`src/rtl/hazard_ctl.sv`:
```
// hazard_ctl: stall/flush half of the pipeline hazard logic, sitting beside ID.
// Handles load-use bubbles, data-memory freezes, taken-branch flushes and the
// HLT drain/halt sequence. Control outputs are Mealy (state + inputs); only
// state, drain_cnt and halted are registered.
// Optional build macro HAZARD_PERF_CNT_EN adds saturating performance counters
// ldu_cnt, mwait_cnt and flush_cnt.

module hazard_ctl #(
  parameter logic [3:0] LW_OP     = 4'h8,
  parameter logic [3:0] HLT_OP    = 4'hF,
  parameter int         DRAIN_CYC = 4
) (
  input  logic        clk,
  input  logic        rst,
  input  logic [3:0]  ifid_op,
  input  logic [3:0]  ifid_rs,
  input  logic [3:0]  ifid_rt,
  input  logic [3:0]  idex_op,
  input  logic [3:0]  idex_rd,
  input  logic        br_taken,
  input  logic        mem_busy,
  output logic        pc_hold,
  output logic        ifid_hold,
  output logic        ifid_flush,
  output logic        idex_bubble,
  output logic        pipe_freeze,
  output logic        halted
`ifdef HAZARD_PERF_CNT_EN
  ,
  output logic [15:0] ldu_cnt,
  output logic [15:0] mwait_cnt,
  output logic [15:0] flush_cnt
`endif
);

  typedef enum logic [1:0] {RUN, MWAIT, DRAIN, HALT} state_t;

  state_t     state, state_next;
  logic [3:0] drain_cnt, drain_cnt_next;
  logic       halted_next;
  logic       uses_rs, uses_rt, ldu;
  logic       run_eval;
  logic       br_flush;

  // Decode which source registers the ID instruction actually reads, then
  // detect a load whose destination feeds one of them.
  always_comb begin
    uses_rs = !((ifid_op == 4'hC) || (ifid_op == 4'hE) || (ifid_op == 4'hF));
    uses_rt = uses_rs && (ifid_op != 4'hD);
    ldu     = (idex_op == LW_OP) &&
              ((uses_rs && (idex_rd == ifid_rs)) || (uses_rt && (idex_rd == ifid_rt)));
  end

  // Next-state and Mealy control outputs. Leaving MWAIT reuses the full RUN
  // evaluation (including an HLT that arrived during the wait) so no event
  // seen on the release cycle is dropped.
  always_comb begin
    pc_hold        = 1'b0;
    ifid_hold      = 1'b0;
    ifid_flush     = 1'b0;
    idex_bubble    = 1'b0;
    pipe_freeze    = 1'b0;
    br_flush       = 1'b0;
    state_next     = state;
    drain_cnt_next = drain_cnt;
    halted_next    = halted;
    run_eval       = (state == RUN) || ((state == MWAIT) && !mem_busy);

    if (run_eval) begin
      state_next = RUN;
      if (mem_busy) begin
        pc_hold     = 1'b1;
        ifid_hold   = 1'b1;
        pipe_freeze = 1'b1;
        state_next  = MWAIT;
      end else if (ldu) begin
        pc_hold     = 1'b1;
        ifid_hold   = 1'b1;
        idex_bubble = 1'b1;
      end else if (ifid_op == HLT_OP) begin
        pc_hold        = 1'b1;
        ifid_flush     = 1'b1;
        state_next     = DRAIN;
        drain_cnt_next = 4'(DRAIN_CYC - 1);
      end else if (br_taken) begin
        ifid_flush = 1'b1;
        br_flush   = 1'b1;
      end
    end else begin
      case (state)
        MWAIT: begin
          pc_hold     = 1'b1;
          ifid_hold   = 1'b1;
          pipe_freeze = 1'b1;
        end
        DRAIN: begin
          pc_hold    = 1'b1;
          ifid_flush = 1'b1;
          if (mem_busy) begin
            pipe_freeze = 1'b1;
          end else if (drain_cnt == 4'd0) begin
            state_next  = HALT;
            halted_next = 1'b1;
          end else begin
            drain_cnt_next = drain_cnt - 4'd1;
          end
        end
        HALT: begin
          pc_hold     = 1'b1;
          ifid_hold   = 1'b1;
          pipe_freeze = 1'b1;
        end
        default: state_next = RUN;
      endcase
    end
  end

  // State, drain counter and halted flag registers.
  always_ff @(posedge clk or posedge rst) begin
    if (rst) begin
      state     <= RUN;
      drain_cnt <= 4'd0;
      halted    <= 1'b0;
    end else begin
      state     <= state_next;
      drain_cnt <= drain_cnt_next;
      halted    <= halted_next;
    end
  end

`ifdef HAZARD_PERF_CNT_EN
  // Saturating event counters, frozen once the processor has halted.
  always_ff @(posedge clk or posedge rst) begin
    if (rst) begin
      ldu_cnt   <= 16'd0;
      mwait_cnt <= 16'd0;
      flush_cnt <= 16'd0;
    end else if (!halted) begin
      if (idex_bubble && (ldu_cnt != 16'hFFFF))
        ldu_cnt <= ldu_cnt + 16'd1;
      if (pipe_freeze && (state != HALT) && (mwait_cnt != 16'hFFFF))
        mwait_cnt <= mwait_cnt + 16'd1;
      if (br_flush && (flush_cnt != 16'hFFFF))
        flush_cnt <= flush_cnt + 16'd1;
    end
  end
`endif

endmodule

```
`config.mk`:
```
export PLATFORM = sky130hd
export DESIGN_NAME = hazard_ctl
export DESIGN_NICKNAME = d
export VERILOG_FILES = /design/src/rtl/hazard_ctl.sv
export SDC_FILE = /design/constraint.sdc
export NUM_CORES = 1
export LEC_CHECK = 0
export ABC_AREA = 1
export BUFFER_PORTS_ARGS = -buffer_cell sky130_fd_sc_hd__clkbuf_2
export CAP_MARGIN = 10
export CORE_MARGIN = 3
export CORE_UTILIZATION = 46
export CTS_BUF_LIST = sky130_fd_sc_hd__clkbuf_4 sky130_fd_sc_hd__clkbuf_8
export DETAILED_ROUTE_END_ITERATION = 7
export MAX_ROUTING_LAYER = met4
export PLACE_DENSITY_LB_ADDON = 0.08
export SKIP_LAST_GASP = 1
export SLEW_MARGIN = 10
export SYNTH_ARGS = -nofsm -noshare
export SYNTH_HDL_FRONTEND = slang
export SYNTH_SLANG_ARGS = --single-unit
```
`constraint.sdc`:
```
create_clock -name clk -period 1.3 [get_ports clk]
set_input_delay 0.13 -clock clk [delete_from_list [all_inputs] [get_ports clk]]
set_output_delay 0.13 -clock clk [all_outputs]
set_load 0.02 [all_outputs]
```
Yosys cells after proc, flatten, opt, wreduce, memory -nomap -nowiden. Index checks and enable logic that the tools add are counted.

Register bits after elaboration: 7. Logic and storage cells: 77.

Add/sub/neg operators: 1. Reductions and logical operators: 19. Mux-type cells: 34. Eq/ne operators: 18. Bitwise operators: 2.

Operator list (number): 2-to-1 mux 4 bit (7); 2-to-1 mux 1 bit (19); equality test 4 bit (second input constant) (4); 2-to-1 mux 2 bit (6); equality test 4 bit (2); inequality test 2 bit (second input constant) (4); inequality test 3 bit (second input constant) (2); AND reduction 6 bit (1); logical AND 1 bit (5); equality test 2 bit (second input constant) (2); logical NOT 4 bit (1); logical OR 1 bit (4); inequality test 2 x 1 -> 1 bit (second input constant) (2); inequality test 4 bit (second input constant) (1); one-hot mux 2 bit (2 select lines) (1); AND reduction 4 bit (1); subtractor 4 x 1 -> 4 bit (second input constant) (1); AND reduction 3 bit (1); OR reduction 3 bit (1); equality test 2 x 1 -> 1 bit (second input constant) (1); logical NOT 1 bit (2); logical NOT 2 bit (1); inverter 1 bit (2); one-hot mux 1 bit (2 select lines) (1); other kinds (2) (2).

Longest topological paths before layout. Gate-level depths: netlist of run 1.

Depth in word-level cells: 11. Mapped depth: 10. Gate-level depth less buffers: 10.

Worst setup path before layout of run 1. OpenSTA, ideal clock, no wires.

Path kind: flip-flop to flip-flop. Start point: reg drain_cnt[0]. End point: reg drain_cnt[2]. Required time: 1.173 ns. Stages on the path, launching flop included: 9. Buffers on the path: 0. Clock period less this slack: 1.184 ns. Library setup time: 0.127 ns. Slack: 0.116 ns. Arrival: 1.057 ns. Cell sequence: dfrtp_1 inv_1 ha_1 nand3_1 o21ai_0 nand2_1 nand2_2 inv_2 o22ai_1.

Word-level cells in the longest chain between the ends: 5. Elaborated cells on any way between the ends: 8. Classes of those cells: add/sub (1); eq/ne (1); mux (4); reduce/logical (2).

Ends and longest elaborated chain: from (decl) (line 39) `logic [3:0] drain_cnt, drain_cnt_next;`; from (signal assigned) (line 126) `drain_cnt <= drain_cnt_next;`; subtractor 4 x 1 -> 4 bit (line 105) `drain_cnt_next = drain_cnt - 4'd1;`; 2-to-1 mux 4 bit (line 101) `end else if (drain_cnt == 4'd0) begin`; 2-to-1 mux 4 bit (line 99) `if (mem_busy) begin`; 2-to-1 mux 4 bit (line 90) `case (state)`; 2-to-1 mux 4 bit (line 69) `if (run_eval) begin`.

Several ways; a longest one is shown, not always the timed one. The select of a mux whose other input is x is not followed. A chain may end at the register's enable or synchronous reset.

Final worst setup path of run 1.
Start point: reg state[0]. End point: out ifid_flush.

Word-level cells in the longest chain between the ends: 4. Elaborated cells on any way between the ends: 7. Classes of those cells: eq/ne (2); mux (2); reduce/logical (3).

Ends and longest elaborated chain: from (decl) (line 38) `state_t state, state_next;`; from (signal assigned) (line 125) `state <= state_next;`; equality test 2 x 1 -> 1 bit (line 67) `run_eval = (state == RUN) || ((state == MWAIT) && !mem_busy);`; logical AND 1 bit (line 67); logical OR 1 bit (line 67); 2-to-1 mux 1 bit * (line 69); to (decl) (line 24) `output logic ifid_flush,`.

Mark *: on every way between the ends. The rest lies on a longest branch, timed or not.

==> results of run 1 <==
==> synthesized netlist by cell type <==
library cell and n:
a21oi_1 2, a22oi_2 1, dfrtp_1 7, ha_1 1, inv_1 20, inv_2 4, nand2_1 25, nand2_2 2
nand3_1 5, nand4_1 2, nor2_1 10, nor3_1 1, nor4_1 1, o21a_1 1, o21ai_0 5, o21ai_2 2
o21ai_4 1, o21bai_1 1, o22ai_1 2, xnor2_1 1, xor2_1 3
==> routing by layer <==
| layer | vias up | GRT usage |
|---|---|---|
| met5 | - | - |
| met4 | 0 | 0.08696 |
| met3 | 7 | 0.09013 |
| met2 | 30 | 0.3100 |
| met1 | 342 | 0.2078 |
| li1 | 387 | - |
==> how the worst max path moves through the flow <==
stage,cells past startpoint,endpoint
CTS,6,ifid_flush
finish,6,ifid_flush
floorplan,8,drain_cnt[2]$_DFFE_PP0P_
global placement,8,state[1]$_DFFE_PP0P_
global route,6,ifid_flush
detailed placement,8,drain_cnt[3]$_DFFE_PP0P_
==> cell families after synthesis <==
group,after synthesis,share of synthesized area
AOI/OAI and AO/OA,15,0.1772
xor gates and xnor gates,4,0.05704
adders and majority gates,1,0.02036
buffers and inverters,24,0.1466
DFF,7,0.2851
and+or+nand+nor,46,0.3136
==> flip-flops by register name (all words and copies together), names as in the netlist <==
register,flops
halted,1
drain_cnt,4
state,2
==> worst max-delay path: stages, from the launching register on <==
cell and delay [ns]:
dfrtp_1 0.43, inv_2 0.13, o21ai_4 0.06, nor2_1 0.09, nand3_1 0.08, nand2_1 0.09
clkbuf_8 0.14
==> final cells by class <==
cell class / count / area [µm²] / area share
flip-flops and latches: 7 / 175.2 / 0.1877
clock buffers: 4 / 30.03 / 0.03217
inverters: 24 / 92.59 / 0.09920
repair buffers: 37 / 227.7 / 0.2440
well taps: 14 / 17.52 / 0.01877
multi-input cells: 66 / 390.4 / 0.4182
==> repair_timing <==
action                                 4_1_cts  5_1_grt
resized for setup                            5       17
cloned                                       0        0
setup buffers                                2        3
pin swaps                                    4        2
setup endpoints to repair                    5       10
endpoints found under the hold margin        7        0
hold buffers                                 1        0
==> per-stage QoR <==
| step | instance area, µm² | utilization | TNS [ns] | hold slack, ns | setup slack [ns] |
|---|---|---|---|---|---|
| floorplan | 614.3 | - | 0 | -0.06660 | 0.1159 |
| global placement | 792.0 | 0.6763 | 0 | 0.05092 | 0.06589 |
| detailed placement | 792.0 | 0.6763 | 0 | 0.05977 | 0.006047 |
| CTS | 863.3 | 0.7372 | -0.1486 | 0.2051 | -0.06527 |
| global route | 933.4 | 0.7970 | -0.3971 | 0.2438 | -0.1910 |
| finish | 933.4 | 0.7970 | -0.1570 | 0.2157 | -0.1295 |
==> power groups by stage <==
stage	Sequential (W)	Clock [W]	Combinational, W
after floorplan	0.000357	0	0.000286
after global placement	0.000340	0	0.000453
after detailed placement	0.000342	0	0.000469
after CTS	0.000340	0.000246	0.000492
after global routing	0.000356	0.000259	0.000649
final	0.000351	0.000242	0.000591
==> placed cells by master, fill, tap and decap left out, types with 3 or more instances in the layout <==
cell type / n
clkbuf_4: 4
buf_4: 9
nand3_1: 3
nor2_1: 8
inv_1: 17
o21ai_0: 5
nand2_1: 24
xor2_1: 3
dfrtp_1: 7
inv_2: 6
clkbuf_2: 25
==> impl.org, run 1 <==
** Synthesis
- Register bit count reported by yosys :: 7
- The biggest area contributor in the post-synthesis netlist is dfrtp_1.
- Synthesis produced a netlist whose cell count is 97.
- Post-synthesis cell area :: 614.3 µm²
- Ranked by total cell area, the synthesized netlist is headed by dfrtp_1 29%, nand2_1 15%, inv_1 12%.
- Area share of the largest cell type after synthesis :: 0.2851
- Yosys cell types :: 21
- Portion of the post-synthesis area used by sequential elements :: 0.2851
- Syn Area/Cell :: 6.333 µm²
- Number of warnings issued by yosys :: 0
- The number of nets handed over by synthesis was 122.

** Routing
- Violation count after the first detailed-routing iteration :: 9
- The detailed router placed 766 vias in this run.
- Dividing the detail-routed via count by the number of cells gives 5.039.
- After detailed routing, the wire length on met1 is 673 µm.
- DRC viols :: 0
- Summed over all nets, wire length on met3 after detailed routing comes to 141 µm.
- The first detailed-routing pass took 4 iterations.
- Number of antenna-violating nets in the routed design :: 0
- The routed design has 1768 µm of wire.
- Dividing the detail-routed wire length by the instance count gives 11.63 µm.
- Amount of wire on met2 after detailed routing :: 910 µm
- Signal routing reaches up to met4.

** Setup path
- R2r setup slk :: 0.05 ns
- Data arrival at the endpoint of the critical path :: 1.30 ns
- Of all nets on the critical path, the largest fanout is 4.
- Startpoint of the lowest-slack register-to-register path :: state[0]$_DFFE_PP0P_
- The critical path is of the flop to output port type.
- Type of destination of the critical path :: output port
- Data required time at the worst endpoint :: 1.17 ns
- Worst r2r path cells :: 7
- Tracing the worst setup path back leads to its startpoint at state[0]$_DFFE_PP0P_.
- Reg-to-reg endpoint :: drain_cnt[2]$_DFFE_PP0P_
- Kind of start point of the critical path :: flop

** Pwr
- For this design the total switching power over the nets is 0.0004618 W.
- Cell leakage power :: 0.5543 nW
- The design draws 0.001184 W.
- Combinational share of power :: 0.499
- The share of total power dissipated in sequential elements is 0.297.
- Max VDD drop :: 0.8919 mV
- Internal power comes to 0.0007227 W.
- Clock share of power :: 0.204
- Share of total power consumed by net switching :: 0.3899
- Total power divided by cell area :: 1269 nW/µm²

** Layout
- The number of antenna diodes in the final layout is 0.
- After the flow finishes, the layout carries non-filler instances totaling 152.
- Fill cells in the final layout number 94.
- Fraction of layout cells with a size suffix above 1 :: 0.4348
- Fin nets :: 164
- Post-synthesis to final-layout area growth :: 51.93%

** Die
- Area of the die :: 1810 µm²
- Die width :: 42.55 µm
- Starting density of the core :: 0.5246
- Die outline height :: 42.55 µm
- The core region is 1171 µm².
- Cell Rows :: 12
- 30 I/O pins were placed.

** Clock tree
- Count of clock tree sinks :: 7
- The tree is rooted in a clkbuf_4.
- Number of buffers between clock root and the deepest sink :: 2
- After clock tree synthesis, the clock-pin slew on the worst setup and hold paths is 0.06 ns.
- CTS tree :: done
- Inserted Clock Buffers :: 3
- Clock latency on the worst-skew pair, taken at its later pin, is 0.27 ns.
- Max H-tree Level :: 1

** Global route
- GRT Total Usage :: 0.1958
- After global routing the overflow that remains totals 0.
- Pin count of the biggest net entering global routing :: 8
- Number of global-route vias before repair :: 611
- The first global-routing pass estimated 2546 µm of wire.
- The initial antenna violation count is 0.

** STA
- The final hold violation count is 0.
- Setup slack after layout :: -0.1295 ns
- RSZ-0062 raised after global routing :: true
- The max-slew violation count is 0.
- Measured against its own limit, the worst slew margin works out to 0.7958.
- For the final database, setup skew stands at 0.008228 ns.
- Timing-limited maximum frequency :: 699.5 MHz
- Setup violations remaining at the end of the flow were counted as 2.
- Final cycle utilization of the critical path :: 1.100
- For the pin with the worst max-slew slack, the measured transition is 0.3036 ns.
- For the finished layout, the period the worst path requires is 1.430 ns.

** Outcome
- The run finished, with violations left.
- The final reports fail on setup timing.

** Hold path
- Min-Delay Path Class :: input pin to flop
- Hold Path End :: state[0]$_DFFE_PP0P_
- Critical hold path startpoint :: mem_busy
- Counting instances, the worst hold path has a depth of 3.

** Place
- Placed insts :: 142
- Routability Congestion :: 0.8547
- Detail Placement HPWL :: 1219 µm
- The count of buffers added on input and output ports is 29.

** Run
- Across the run, the number of max-cap violations was 0.
Note: power is estimated with default switching activity, not from simulation.
==> run 2: changes to the inputs <==
--- a/config.mk
+++ b/config.mk
@@ -8,10 +8,10 @@
 export ABC_AREA = 1
 export BUFFER_PORTS_ARGS = -buffer_cell sky130_fd_sc_hd__clkbuf_2
 export CAP_MARGIN = 10
-export CORE_MARGIN = 3
-export CORE_UTILIZATION = 46
+export CORE_AREA = 3 3 40 42
 export CTS_BUF_LIST = sky130_fd_sc_hd__clkbuf_4 sky130_fd_sc_hd__clkbuf_8
 export DETAILED_ROUTE_END_ITERATION = 7
+export DIE_AREA = 0 0 43 45
 export MAX_ROUTING_LAYER = met4
 export PLACE_DENSITY_LB_ADDON = 0.08
 export SKIP_LAST_GASP = 1
==> constraint.sdc (replaced) <==
create_clock -name clk -period 1.8 [get_ports clk]
set_input_delay 0.18 -clock clk [delete_from_list [all_inputs] [get_ports clk]]
set_output_delay 0.18 -clock clk [all_outputs]
set_load 0.02 [all_outputs]
==> impl.org, run 2 (same netlist as run 1, synthesis figures left out) <==
** Layout
- Flip-flop count of the largest register after layout :: 4 (unchanged)
- Final cell area excluding filler cells :: 818.3 µm² (-12%)
- Fraction of layout cells with a size suffix above 1 :: 0.3282 (-0.1065)
- The number of antenna cells inserted was 0 (unchanged).
- In the layout the commonest cells are 29 x clkbuf_2, 25 x nand2_1, 20 x inv_1.
- Fin nets :: 157 (-4.3%)
- The largest registers in the layout are drain_cnt (4), state (2), halted (1).
- The library cell used most frequently in the layout, excluding fill and tap cells, is clkbuf_2.
- Compared with the post-synthesis result, the final layout area differs by 33.20%.
- The register with the most flip-flops in the final layout is drain_cnt.
- The core utilization of the finished layout is 0.6368 (-0.1602).

** Die
- The number of placed I/O pins is 30 (unchanged).
- Starting density of the core :: 0.4781 (-0.04648)
- The die height came to 45 µm (+5.8%).
- The number of cell rows was 13 (+1).
- Area of the die :: 1935 µm² (+6.9%)
- Die width :: 43 µm (+1.1%)
- Core Region :: 1285 µm² (+9.7%)

** Pwr
- Max VDD drop :: 0.5149 mV (-42%)
- Clock share of power :: 0.231 (+0.027)
- The standby leakage power is 0.5130 nW (-7.5%).
- Internal power consumption :: 0.0004413 W (-39%)
- Share of total power consumed by net switching :: 0.3776 (-0.01233)
- The power density over cell area came to 866.5 nW/µm² (-32%).
- Combinational share of power :: 0.420 (-0.079)
- The net switching power is 0.0002677 W (-42%).
- Proportion of power drawn by flip-flops and latches :: 0.349 (+0.052)

** Routing
- The count of vias placed by the detailed router is 714 (-6.8%).
- Vias per cell :: 4.890 (-3.0%)
- Number of antenna-violating nets in the routed design :: 0 (unchanged)
- Total Routed Length :: 1375 µm (-22%)
- Per-cell routed wire length :: 9.418 µm (-19%)
- The number of detailed-routing iterations run before antenna repair was 4 (unchanged).
- DRC viols :: 0 (unchanged)
- Violation count after the first detailed-routing iteration :: 11 (+2)

** Clock tree
- Inserted Clock Buffers :: 3 (unchanged)
- Clock insertion delay at the later pin of the skew report :: 0.26 ns (about the same)
- TritonCTS built the clock tree.
- The depth of the CTS H-tree is 1 (unchanged).
- The number of gates given a new drive strength after cts is 0 (-5).
- The number of buffers on the longest clock path is 2 (unchanged).
- The tree is rooted in a clkbuf_4.
- The number of clock sinks came to 7 (unchanged).
- The clock slew seen by the registers of the worst setup and hold paths is 0.06 ns (about the same).

** Setup path
- The worst setup path is launched from a flop.
- The required arrival time at the worst endpoint is 1.62 ns (+0.45 ns).
- The arrival time reported for the critical path endpoint is 1.28 ns (-0.02 ns).
- Type of destination of the critical path :: output port
- Crit-path max FO :: 6 (+2)
- The critical path is of the flop to output port type.

** STA
- Based on the critical path, the design can be clocked at up to 685.7 MHz.
- Final Setup Violations :: 0 (-2)
- Total negative setup slack :: 0 ns (+0.1570 ns)
- Final Slew Violations :: 0 (unchanged)
- The worst path in the final design needs a cycle of 1.458 ns, including I/O delays and setup.
- The post-route worst setup slack was 0.3415 ns (+0.4710 ns).
- Worst hold-check slack :: 0.2793 ns (+0.06367 ns)
- Setup repair after global routing left no endpoint under its margin.
- Transition time of the tightest slew-check pin :: 0.2963 ns (-0.007298 ns)
- Clock Skews :: 0.004643 ns (-0.003584 ns)
- Final cycle utilization of the critical path :: 0.8103
- Rel. slew slack :: 0.8007 (+0.004910)
- The final hold violation count was 0 (unchanged).

** Place
- The global placement routability congestion was 0.8587 (+0.47%).
- Detail Placement HPWL :: 1182 µm (-3.0%)
- # port buffers :: 29 (unchanged)
- The worst slack at placement was 0.4668 ns (+0.4608 ns).
- Placed standard-cell area :: 778.2 µm² (-1.7%)

** Global route
- Sum of overflow across all layers after global routing :: 0 (unchanged)
- Initial antenna violation count :: 0 (unchanged)
- Pin count of the biggest net entering global routing :: 8 (unchanged)
- Global-route wire length before repair :: 2297 µm (-9.8%)
- GRT Total Usage :: 0.1586 (-0.03723)
- The via count of the first global-routing pass was 593 (-2.9%).

** Run
- Max-cap check violation count :: 0 (unchanged)

** Hold path
- Min-Delay Path Class :: input pin to flop

** Outcome
- The flow ran to the end, and the final reports show no timing, DRC or antenna violations.
run 2: per-layer routing:
layer | part of all wire | wire [µm] | up-vias | global-route usage
li1 | - | - | 373 | -
met1 | 0.41 | 563 | 314 | 0.1760
met2 | 0.51 | 698 | 23 | 0.2754
met3 | 0.061 | 84 | 4 | 0.03586
met4 | 0.021 | 29 | 0 | 0.06627
met5 | 0 | 0 | - | -
run 2: stage by stage:
step | power (W) | std cells
CTS | 0.0007130 | 146
detailed placement | 0.0005482 | 141
global route | 0.0007704 | 146
global placement | 0.0005414 | 141
floorplan | 0.0004645 | 97
finish | 0.0007090 | 146
run 2: worst paths after layout:
kind,startpoint,endpoint,slack (ns),depth (start not counted)
setup / recovery,state[1]$_DFFE_PP0P_,ifid_flush,0.34,6
hold / removal,mem_busy,halted$_DFFE_PP0P_,0.28,4
setup reg to reg,drain_cnt[0]$_DFFE_PP0P_,state[1]$_DFFE_PP0P_,0.45,8
hold reg to reg,halted$_DFFE_PP0P_,halted$_DFFE_PP0P_,0.48,1
max in group asynchronous,rst,state[0]$_DFFE_PP0P_,1.19,3
min in group asynchronous,rst,drain_cnt[3]$_DFFE_PP0P_,0.39,3
run 2: final cells by class:
type                    instances  area (µm²)
inverters                      24       90.09
repair buffers                 30       155.1
well taps                      15       18.77
multi-input cells              66       349.1
flip-flops and latches          7       175.2
fillers                       130       466.7
clock buffers                   4       30.03
run 2: what timing repair did:
item	in CTS	in global routing
hold buffers	1	0
setup buffers	0	0
endpoints found under the hold margin	7	0
run 2: power by group through the flow:
stage	clock network (W)	logic [W]	registers (W)
final	0.000164	0.000298	0.000247
after global placement	0	0.000292	0.000249
after global routing	0.000171	0.000344	0.000256
after detailed placement	0	0.000298	0.000250
after CTS	0.000164	0.000301	0.000248
after floorplan	0	0.000207	0.000258
run 2: worst max-delay path, stage by stage (launching register included):
cell and delay (ns):
dfrtp_1 0.39, inv_2 0.12, o21ai_4 0.09, nor2_1 0.12, nand3_1 0.08, nand2_1 0.06
clkbuf_2 0.16
==> run 3: changes to the inputs <==
--- a/config.mk
+++ b/config.mk
@@ -8,10 +8,10 @@
 export ABC_AREA = 1
 export BUFFER_PORTS_ARGS = -buffer_cell sky130_fd_sc_hd__clkbuf_2
 export CAP_MARGIN = 10
-export CORE_AREA = 3 3 40 42
+export CORE_MARGIN = 3
+export CORE_UTILIZATION = 42
 export CTS_BUF_LIST = sky130_fd_sc_hd__clkbuf_4 sky130_fd_sc_hd__clkbuf_8
 export DETAILED_ROUTE_END_ITERATION = 7
-export DIE_AREA = 0 0 43 45
 export MAX_ROUTING_LAYER = met4
 export PLACE_DENSITY_LB_ADDON = 0.08
 export SKIP_LAST_GASP = 1
==> constraint.sdc (replaced) <==
create_clock -name clk -period 1.2 [get_ports clk]
set_input_delay 0.12 -clock clk [delete_from_list [all_inputs] [get_ports clk]]
set_output_delay 0.12 -clock clk [all_outputs]
set_load 0.02 [all_outputs]
==> impl.org, run 3 (same netlist as run 1, synthesis figures left out) <==
** Outcome
- Run status :: finished with violations
- The checks that failed: setup timing.

** Place
- The half-perimeter wire length of the detailed placement result is 1127 µm (-4.6%).
- Routability Congestion :: 0.8583 (about the same)
- The number of placed cells counting well taps is 144 (+2.1%).
- Worst slack, placed :: -0.06815 ns (-0.5349 ns)
- The number of buffers inserted by port buffering is 29 (unchanged).

** Clock tree
- Max H-tree Level :: 1 (unchanged)
- The number of clock sinks came to 7 (unchanged).
- Number of buffers between clock root and the deepest sink :: 2 (unchanged)
- TritonCTS built the clock tree.
- Clock insertion delay at the later pin of the skew report :: 0.25 ns (about the same)
- The total clock buffers created by CTS came to 3 (unchanged).
- Clock-pin slew on the worst setup and hold paths :: 0.05 ns (about the same)
- Clk root buf :: clkbuf_4

** Setup path
- Cell with the largest stage delay on the worst path :: dfrtp_1
- The count of buffering cells on the critical path with inverters included came to 2 (unchanged).
- The maximum fanout encountered on the critical timing path came to 5 (-1).
- The worst setup path is captured at an output port.
- Start-to-end type of the worst setup path :: flop to output port
- The most critical setup path has its startpoint at state[1]$_DFFE_PP0P_.
- The required arrival time at the worst endpoint is 1.08 ns (-0.54 ns).
- Max incr delay on CP :: 0.41 ns (+0.02 ns)
- The critical path goes through inv_4 -> o21ai_4 -> nor2_1 -> nand3_1 -> nand2_1 -> clkbuf_8.
- Startpoint of the lowest-slack register-to-register path :: drain_cnt[0]$_DFFE_PP0P_
- Kind of start point of the critical path :: flop
- The register-to-register path setup slack came to -0.09 ns (-0.54 ns).
- Cell family contributing the most delay on the critical path :: flip-flops
- The arrival time reported for the critical path endpoint is 1.21 ns (-0.07 ns).

** STA
- Rel. slew slack :: 0.8030 (+0.002360)
- The max-slew violation count came to 0 (unchanged).
- The slew at the pin with the worst max-slew slack was 0.2928 ns (-0.003507 ns).
- Of the available clock period, the critical path in the final layout requires 1.109.
- Final Setup Violations :: 8 (+8)
- Clock Skews :: 0.0007493 ns (-0.003894 ns)
- The smallest clock period supported by the final layout is computed as 1.331 ns.
- Setup slack after layout :: -0.1310 ns (-0.4725 ns)
- Timing would allow up to 751.3 MHz.
- RSZ-0062 raised after global routing :: true
- The final hold violation count came to 0 (unchanged).

** Routing
- The count of vias placed by the detailed router was 734 (+2.8%).
- Total Routed Length :: 1548 µm (+13%)
- Per-cell routed wire length :: 9.987 µm (+6.0%)
- Number of antenna-violating nets in the routed design :: 0 (unchanged)
- The DRC marker count from the first detailed-route iteration is 10 (-1).
- The number of detailed-routing iterations run before antenna repair was 4 (unchanged).
- DRC viols :: 0 (unchanged)
- The average vias per placed instance is 4.735 (-3.2%).

** Hold path
- Min-Delay Path Class :: input pin to flop
- The startpoint identified for the worst hold timing path is mem_busy.

** Pwr
- The net switching power came to 0.0004812 W (+80%).
- The largest voltage drop on the vdd net is 0.5258 mV (+2.1%).
- Proportion of power drawn by flip-flops and latches :: 0.296 (-0.053)
- The part of the power in combinational logic was 0.518 (+0.098).
- The power density over cell area was 1322 nW/µm² (+53%).
- The standby leakage power came to 0.5655 nW (+10%).
- The internal power was 0.0007905 W (+79%).
- The switching part of the total came to 0.3784 (+0.0008166).
- The part of the power in the clock network is 0.186 (-0.045).

** Die
- The overall die width is 44.25 µm (+2.9%).
- The total core area is 1334 µm² (+3.8%).
- Area of the die :: 1958 µm² (+1.2%)
- Starting density of the core :: 0.4606 (-0.01749)
- The die height is 44.25 µm (-1.7%).
- Top-level I/O count :: 30 (unchanged)
- The number of cell rows is 13 (unchanged).

** Layout
- Flip-flop count of the largest register after layout :: 4 (unchanged)
- Compared with the post-synthesis result, the final layout area differs by 56.62%.
- More flip-flops sit in one register than any other, and that register is drain_cnt.
- The core utilization of the finished layout came to 0.7214 (+0.08458).
- The final-stage net count came to 166 (+5.7%).
- The fraction of final layout cells sized beyond drive strength 1 was 0.4429 (+0.1146).
- In the final layout, the registers with the most flip-flops are drain_cnt (4), state (2), halted (1).
- Leading cell types in the layout, fill and taps excluded :: 24 x nand2_1, 24 x clkbuf_2, 17 x inv_1
- Post-route insts no fill :: 155 (+6.2%)
- Number of antenna cells inserted :: 0 (unchanged)
- Filler Cell Count :: 108 (-17%)

** Run
- The number of max-capacitance violations reported came to 0 (unchanged).

** Global route
- Initial antenna violation count :: 0 (unchanged)
- The largest net degree at the start of global routing is 8 (unchanged).
- The first-pass GRT wire length came to 2442 µm (+6.3%).
- The global-route usage over all layers was 0.1705 (+0.01192).
- Sum of overflow across all layers after global routing :: 0 (unchanged)
- The via count of the first global-routing pass is 656 (+11%).
==> run 3: metal layers <==
metal | vias to the layer above | part of all wire | GRT usage
met3 | 4 | 0.059 | 0.04878
met1 | 314 | 0.45 | 0.1926
met2 | 24 | 0.48 | 0.2762
met4 | 0 | 0.014 | 0.07831
met5 | - | 0 | -
li1 | 392 | - | -
==> run 3: worst min-delay path, cell delays in order <==
cell and delay [ns]:
clkbuf_2 0.12, nor2_2 0.05, nand2_1 0.09, o21bai_1 0.07
==> run 3: timing repair <==
action                                  CTS  global route
pin swaps                                 6             3
hold buffers                              1             0
cloned                                    0             0
resized for setup                        13            13
setup buffers                             4             2
hold endpoints to repair                  7             0
endpoints found under the setup margin    9            10
==> run 3: metrics by stage <==
stage / TNS [ns] / instance area (µm²) / hold WS, ns / total power (W)
2_1_floorplan: 0 / 614.3 / -0.07660 / 0.0006968
3_3_place_gp: 0 / 800.8 / 0.04455 / 0.0008730
3_5_place_dp: -0.2159 / 800.8 / 0.04509 / 0.0008863
4_1_cts: -0.2107 / 914.6 / 0.2021 / 0.001218
5_1_grt: -1.048 / 962.2 / 0.2500 / 0.001372
6_report: -0.4268 / 962.2 / 0.2486 / 0.001272
==> run 3: area by class of cell <==
class	instances	area, µm²	share of cell area
well taps	15	18.77	0.01951
multi-input cells	66	399.1	0.4148
clock buffers	4	30.03	0.03121
inverters	24	92.59	0.09623
repair buffers	39	246.5	0.2562
flip-flops and latches	7	175.2	0.1821
==> run 3: worst paths after layout <==
kind / endpoint / depth (start not counted)
min in group asynchronous: state[0]$_DFFE_PP0P_ / 3
worst min register to register: halted$_DFFE_PP0P_ / 1
worst max-delay path: ifid_flush / 6
worst max register to register: state[1]$_DFFE_PP0P_ / 8
worst min-delay path: halted$_DFFE_PP0P_ / 4
max in group asynchronous: drain_cnt[0]$_DFFE_PP0P_ / 3
==> run 3: power groups by stage <==
stage	logic, W	registers [W]	clock network (W)
after global routing	0.000723	0.000383	0.000266
final	0.000659	0.000376	0.000236
after detailed placement	0.000515	0.000371	0
after floorplan	0.000310	0.000387	0
after global placement	0.000507	0.000366	0
after CTS	0.000603	0.000372	0.000244
